`src/rtl/regfile_pkg.sv`:
```
// rtl/regfile_pkg.sv - shared types and helpers for the register file
package regfile_pkg;

  typedef enum logic {IDLE, CLEAR} clr_state_t;

  // Address width with a floor of one bit, so tiny depths still get a real port
  function automatic int addr_width(input int depth);
    return (depth > 2) ? $clog2(depth) : 1;
  endfunction

endpackage

```
`src/rtl/reg_cell.sv`:
```
// rtl/reg_cell.sv - one storage word with load enable and async active-low reset
module reg_cell #(
  parameter int WIDTH = 16
) (
  input  logic             clock,
  input  logic             reset_n,
  input  logic             enable,
  input  logic [WIDTH-1:0] d,
  output logic [WIDTH-1:0] q
);

  always_ff @(posedge clock or negedge reset_n) begin
    if (!reset_n) begin
      q <= '0;
    end else if (enable) begin
      q <= d;
    end
  end

endmodule

```
`src/rtl/register_file.sv`:
```
// rtl/register_file.sv - 1W/2R register file with write-first bypass and bulk clear
module register_file
  import regfile_pkg::*;
#(
  parameter int WIDTH     = 16,
  parameter int DEPTH     = 8,
  parameter int ZERO_REG0 = 1,
  localparam int ADDR_W   = addr_width(DEPTH)
) (
  input  logic              clock,
  input  logic              reset_n,
  input  logic              w_enable,
  input  logic [ADDR_W-1:0] w_addr,
  input  logic [WIDTH-1:0]  w_data,
  input  logic [ADDR_W-1:0] ra_addr,
  input  logic [ADDR_W-1:0] rb_addr,
  output logic [WIDTH-1:0]  ra_data,
  output logic [WIDTH-1:0]  rb_data,
  input  logic              clear_start,
  output logic              busy
);

  localparam logic [ADDR_W:0]   DEPTH_EXT = (ADDR_W + 1)'(DEPTH);
  localparam logic [ADDR_W-1:0] LAST_IDX  = ADDR_W'(DEPTH - 1);

  clr_state_t        state, state_next;
  logic [ADDR_W-1:0] idx, idx_next;
  logic [WIDTH-1:0]  words [DEPTH];
  logic              user_we, eff_we;
  logic [ADDR_W-1:0] eff_addr;
  logic [WIDTH-1:0]  eff_data;
  logic [WIDTH-1:0]  ra_next, rb_next;

  assign busy = (state == CLEAR);

  // The clear engine owns the write port while busy; user writes are dropped
  always_comb begin
    user_we  = w_enable && !busy && ({1'b0, w_addr} < DEPTH_EXT)
               && !((ZERO_REG0 != 0) && (w_addr == '0));
    eff_we   = busy || user_we;
    eff_addr = busy ? idx : w_addr;
    eff_data = busy ? '0 : w_data;
  end

  for (genvar g = 0; g < DEPTH; g++) begin : g_entry
    if ((ZERO_REG0 != 0) && (g == 0)) begin : g_zero
      assign words[g] = '0;
    end else begin : g_cell
      reg_cell #(.WIDTH(WIDTH)) u_cell (
        .clock   (clock),
        .reset_n (reset_n),
        .enable  (eff_we && (eff_addr == ADDR_W'(g))),
        .d       (eff_data),
        .q       (words[g])
      );
    end
  end

  // Out-of-range addresses fall through to zero
  function automatic logic [WIDTH-1:0] read_word(input logic [ADDR_W-1:0] a);
    read_word = '0;
    for (int i = 0; i < DEPTH; i++) begin
      if (a == ADDR_W'(i)) read_word = words[i];
    end
  endfunction

  always_comb begin
    ra_next = (eff_we && (eff_addr == ra_addr)) ? eff_data : read_word(ra_addr);
    rb_next = (eff_we && (eff_addr == rb_addr)) ? eff_data : read_word(rb_addr);
  end

  always_ff @(posedge clock or negedge reset_n) begin
    if (!reset_n) begin
      ra_data <= '0;
      rb_data <= '0;
    end else begin
      ra_data <= ra_next;
      rb_data <= rb_next;
    end
  end

  always_comb begin
    state_next = state;
    idx_next   = idx;
    case (state)
      IDLE: begin
        if (clear_start) begin
          state_next = CLEAR;
          idx_next   = '0;
        end
      end
      CLEAR: begin
        if (idx == LAST_IDX) begin
          state_next = IDLE;
          idx_next   = '0;
        end else begin
          idx_next = idx + 1'b1;
        end
      end
      default: state_next = IDLE;
    endcase
  end

  always_ff @(posedge clock or negedge reset_n) begin
    if (!reset_n) begin
      state <= IDLE;
      idx   <= '0;
    end else begin
      state <= state_next;
      idx   <= idx_next;
    end
  end

endmodule

```
`config.mk`:
```
export PLATFORM = sky130hd
export DESIGN_NAME = register_file
export DESIGN_NICKNAME = d
export VERILOG_FILES = /design/src/rtl/regfile_pkg.sv /design/src/rtl/reg_cell.sv /design/src/rtl/register_file.sv
export SDC_FILE = /design/constraint.sdc
export NUM_CORES = 1
export LEC_CHECK = 0
export CORE_MARGIN = 3
export CORE_UTILIZATION = 40
export CTS_BUF_LIST = sky130_fd_sc_hd__clkbuf_8 sky130_fd_sc_hd__clkbuf_16
export CTS_CLUSTER_SIZE = 10
export DETAILED_ROUTE_END_ITERATION = 8
export GPL_ROUTABILITY_DRIVEN = 0
export GPL_TIMING_DRIVEN = 0
export MAX_ROUTING_LAYER = met4
export PLACE_DENSITY = 0.63
export SLEW_MARGIN = 20
export SYNTH_ARGS = -nofsm -noshare
export SYNTH_HDL_FRONTEND = slang
export SYNTH_HIERARCHICAL = 1
export SYNTH_SLANG_ARGS = --single-unit
```
`constraint.sdc`:
```
create_clock -name clock -period 4.5 [get_ports clock]
set_clock_uncertainty 0.1 [all_clocks]
set_input_delay 0.675 -clock clock [delete_from_list [all_inputs] [get_ports clock]]
set_output_delay 0.675 -clock clock [all_outputs]
set_load 0.02 [all_outputs]
```
==> summary.txt <==
crit path kind -> input pin to register
Leak -> 4.239 nW
M2 GR Usage -> 0.3663
fin. max-slew vios -> 0
Synth Flop Type -> dfrtp_1
Final min period -> 2.988 ns
max_cap viols -> 0
DRC -> 0
most instantiated cells after synthesis -> dfrtp_1 (148), mux2_2 (81), mux2_4 (70), nand2_1 (49), o21ai_0 (45)
crit share post-route -> 0.6641
Avg WL per Cell -> 24.44 um
placed cell area -> 9056 um^2
clock power share -> 0.251
Setup WS post-layout -> 1.512 ns
Post-synth EDFFs -> 0
DR pass1 iterations -> 5
FF+latch count, synth -> 148
die area -> 22020 um^2
Setup crit end kind -> register
global-route wire length before repair -> 38.51 mm
wirelength, routed -> 25.14 mm
pre-CTS WS -> 1.143 ns
PortBufs -> 58
min-delay worst type -> input pin to asynchronous set/reset pin
synthesized area per cell -> 12.05 um^2
sequential power share -> 0.327
Die H -> 148.4 um
layout cells sized above 1 -> 0.2958
Worst Path Buf+Inv -> 4
H-tree depth -> 4
total gr overflow -> 0
top cells by area, synth -> dfrtp_1 (46%), mux2_4 (13%), mux2_2 (11%), o21ai_0 (2.8%), nand2_1 (2.3%)
syn nets -> 704
Filler cells -> 1698
cts repair resizes -> 0
Yosys Warn Count -> 6
combinational power share -> 0.422
first-iteration detailed-routing DRC count -> 700
outcome -> finished clean
FF+latch area -> 3704 um^2
clock latency on the worst-skew pair -> 0.43 ns
count leader, synth -> dfrtp_1
Setup violations, final -> 0
core area -> 19720 um^2
multi-input combinational cell area -> 3980 um^2
Num CTS Buffers -> 17
met1 Use GR -> 0.3101
Global Route Usage Sum -> 0.2394
CP top delay family -> buffers and inverters
Finished Cell Area -> 9718 um^2
Antenna Nets Post-Route -> 0
post-DP HPWL -> 16.07 mm
Net Sw Frac -> 0.3579
Ant. Diodes -> 0
Worst Path Required -> 4.71 ns
unrepaired setup endpoints after global routing -> no
antenna violations before repair -> 0
Int Pwr -> 4.069 mW
Max IR drop VDD -> 0.3241 mV
Max Fclk -> 334.6 MHz
Rel. slew slack -> 0.4141
slew at the pin closest to its max-slew limit -> 0.8789 ns
die width -> 148.4 um
Async S/R FF share, synth -> 1.000
CTS sink count -> 148
Netlist cell types -> 45
I/O pin cnt -> 62
leading area contributor after synthesis -> dfrtp_1
Reg clk slew, reported paths -> 0.07 ns
Max FO, Critical Path -> 10
CTS Hold Bufs -> 0
site row count -> 51
WP data arrival -> 3.20 ns
Area Growth Syn to Fin -> 19.81%
largest net degree at the start of global routing -> 91
Worst Setup Start Kind -> input pin
Worst Hold Slack -> 0.06970 ns
share of the synthesized area in the top cell type -> 0.4566
CP peak stage delay -> 0.51 ns
Synth Instances -> 673
vias in the first global route -> 6355
critical path cell sequence -> clkdlybuf4s50_1 -> buf_2 -> buf_2 -> buf_2 -> nand3_1 -> o22ai_1 -> o21ai_1
CTS tree -> done
nets@finish -> 782
CP most frequent cell -> buf_2
slowest CP cell -> clkdlybuf4s50_1
clk buf depth -> 2
PwrDens -> 652.1 nW/um^2
final hold vios -> 0
Initial Util -> 0.4114
fin util -> 0.4929
total setup buffers inserted after CTS -> 0
met3 Use GR -> 0.04753
Synth Cell Area -> 8112 um^2
CTS root buffer -> clkbuf_16
Seq/Total Area, Yosys -> 0.4566
Via density -> 6.005
layer with the highest usage -> met2
DR vias -> 6179
P_sw -> 2.268 mW
==> state kept, by name, summed over array words and instances, names as in the netlist <==
signal and flops:
busy 1, g_entry.g_cell.u_cell/q 112, idx 3, ra_data 16
rb_data 16
==> layer usage <==
metal / routed length, um / up-vias
li1: - / 2618
met1: 10450 / 3107
met2: 11800 / 365
met3: 1939 / 89
met4: 955 / 0
met5: 0 / -
==> final timing paths <==
| path | startpoint | to | slack, ns | depth (start not counted) |
|---|---|---|---|---|
| min reg2reg | g_entry[2].g_cell.u_cell/q[15] | g_entry[2].g_cell.u_cell/q[15] | 0.43 | 1 |
| max in group asynchronous | reset_n | g_entry[1].g_cell.u_cell/q[0] | 3.41 | 2 |
| max reg2reg | busy | g_entry[2].g_cell.u_cell/q[11] | 1.74 | 7 |
| min in group clock | g_entry[2].g_cell.u_cell/q[15] | g_entry[2].g_cell.u_cell/q[15] | 0.43 | 1 |
| max | rb_addr[2] | rb_data[5] | 1.51 | 7 |
| min | reset_n | g_entry[2].g_cell.u_cell/q[12] | 0.07 | 1 |
==> cells by family (layout without fill, tap and decap cells) <==
| logic type | count (synthesis) | count (layout) | synth area share |
|---|---|---|---|
| AND/OR/NAND/NOR | 123 | 123 | 0.07944 |
| multiplexers | 173 | 173 | 0.2763 |
| XOR/XNOR | 6 | 6 | 0.006478 |
| flip-flops | 148 | 148 | 0.4566 |
| AO/OA/AOI/OAI | 162 | 162 | 0.1254 |
| adder cells (fa/ha/maj) | 2 | 2 | 0.003084 |
| buffers and inverters | 59 | 150 | 0.05275 |
==> area by class of cell <==
| class | instances | share of cell area |
|---|---|---|
| plain buffers | 57 | 0.04326 |
| flip-flops and latches | 148 | 0.3811 |
| multi-input cells | 466 | 0.4096 |
| repair buffers | 59 | 0.06309 |
| clock buffers | 18 | 0.04519 |
| inverters | 2 | 0.0007725 |
| well taps | 265 | 0.03412 |
| clock inverters | 14 | 0.02292 |
==> power groups by stage <==
stage / Combinational [mW] / Clock (mW) / Sequential (mW)
floorplan: 1.73 / 0 / 2.12
global placement: 2.60 / 0 / 2.05
detailed placement: 2.64 / 0 / 2.08
CTS: 2.66 / 1.61 / 2.06
global route: 2.81 / 1.67 / 2.12
finish: 2.67 / 1.59 / 2.08
==> cell usage in the layout, fill, tap and decap left out, drive strengths merged, types with 3 or more instances in the layout <==
cell type | synthesis | routed
o22ai | 8 | 8
xnor2 | 6 | 6
nand3 | 4 | 4
nor2 | 16 | 16
dfrtp | 148 | 148
o211ai | 3 | 3
a21oi | 25 | 25
o21ai | 66 | 66
o31ai | 3 | 3
nor2b | 29 | 29
inv | 2 | 7
o221ai | 13 | 13
clkinv | 0 | 3
clkdlybuf4s50 | 0 | 57
mux2 | 151 | 151
bufinv | 0 | 5
nand2b | 7 | 7
clkbuf | 21 | 39
o2bb2ai | 4 | 4
and2 | 5 | 5
a22oi | 24 | 24
mux4 | 4 | 4
a221oi | 11 | 11
mux2i | 18 | 18
nand2 | 49 | 49
nand3b | 3 | 3
buf | 36 | 38
==> through the flow <==
| step | TNS [ns] | total power, mW | std cells |
|---|---|---|---|
| global placement | -476.80 | 4.655 | 996 |
| detailed placement | 0 | 4.719 | 997 |
| finish | 0 | 6.337 | 1029 |
| CTS | 0 | 6.331 | 1029 |
| global route | 0 | 6.603 | 1029 |
| floorplan | 0 | 3.848 | 673 |
Note: power is estimated with default switching activity, not from simulation.
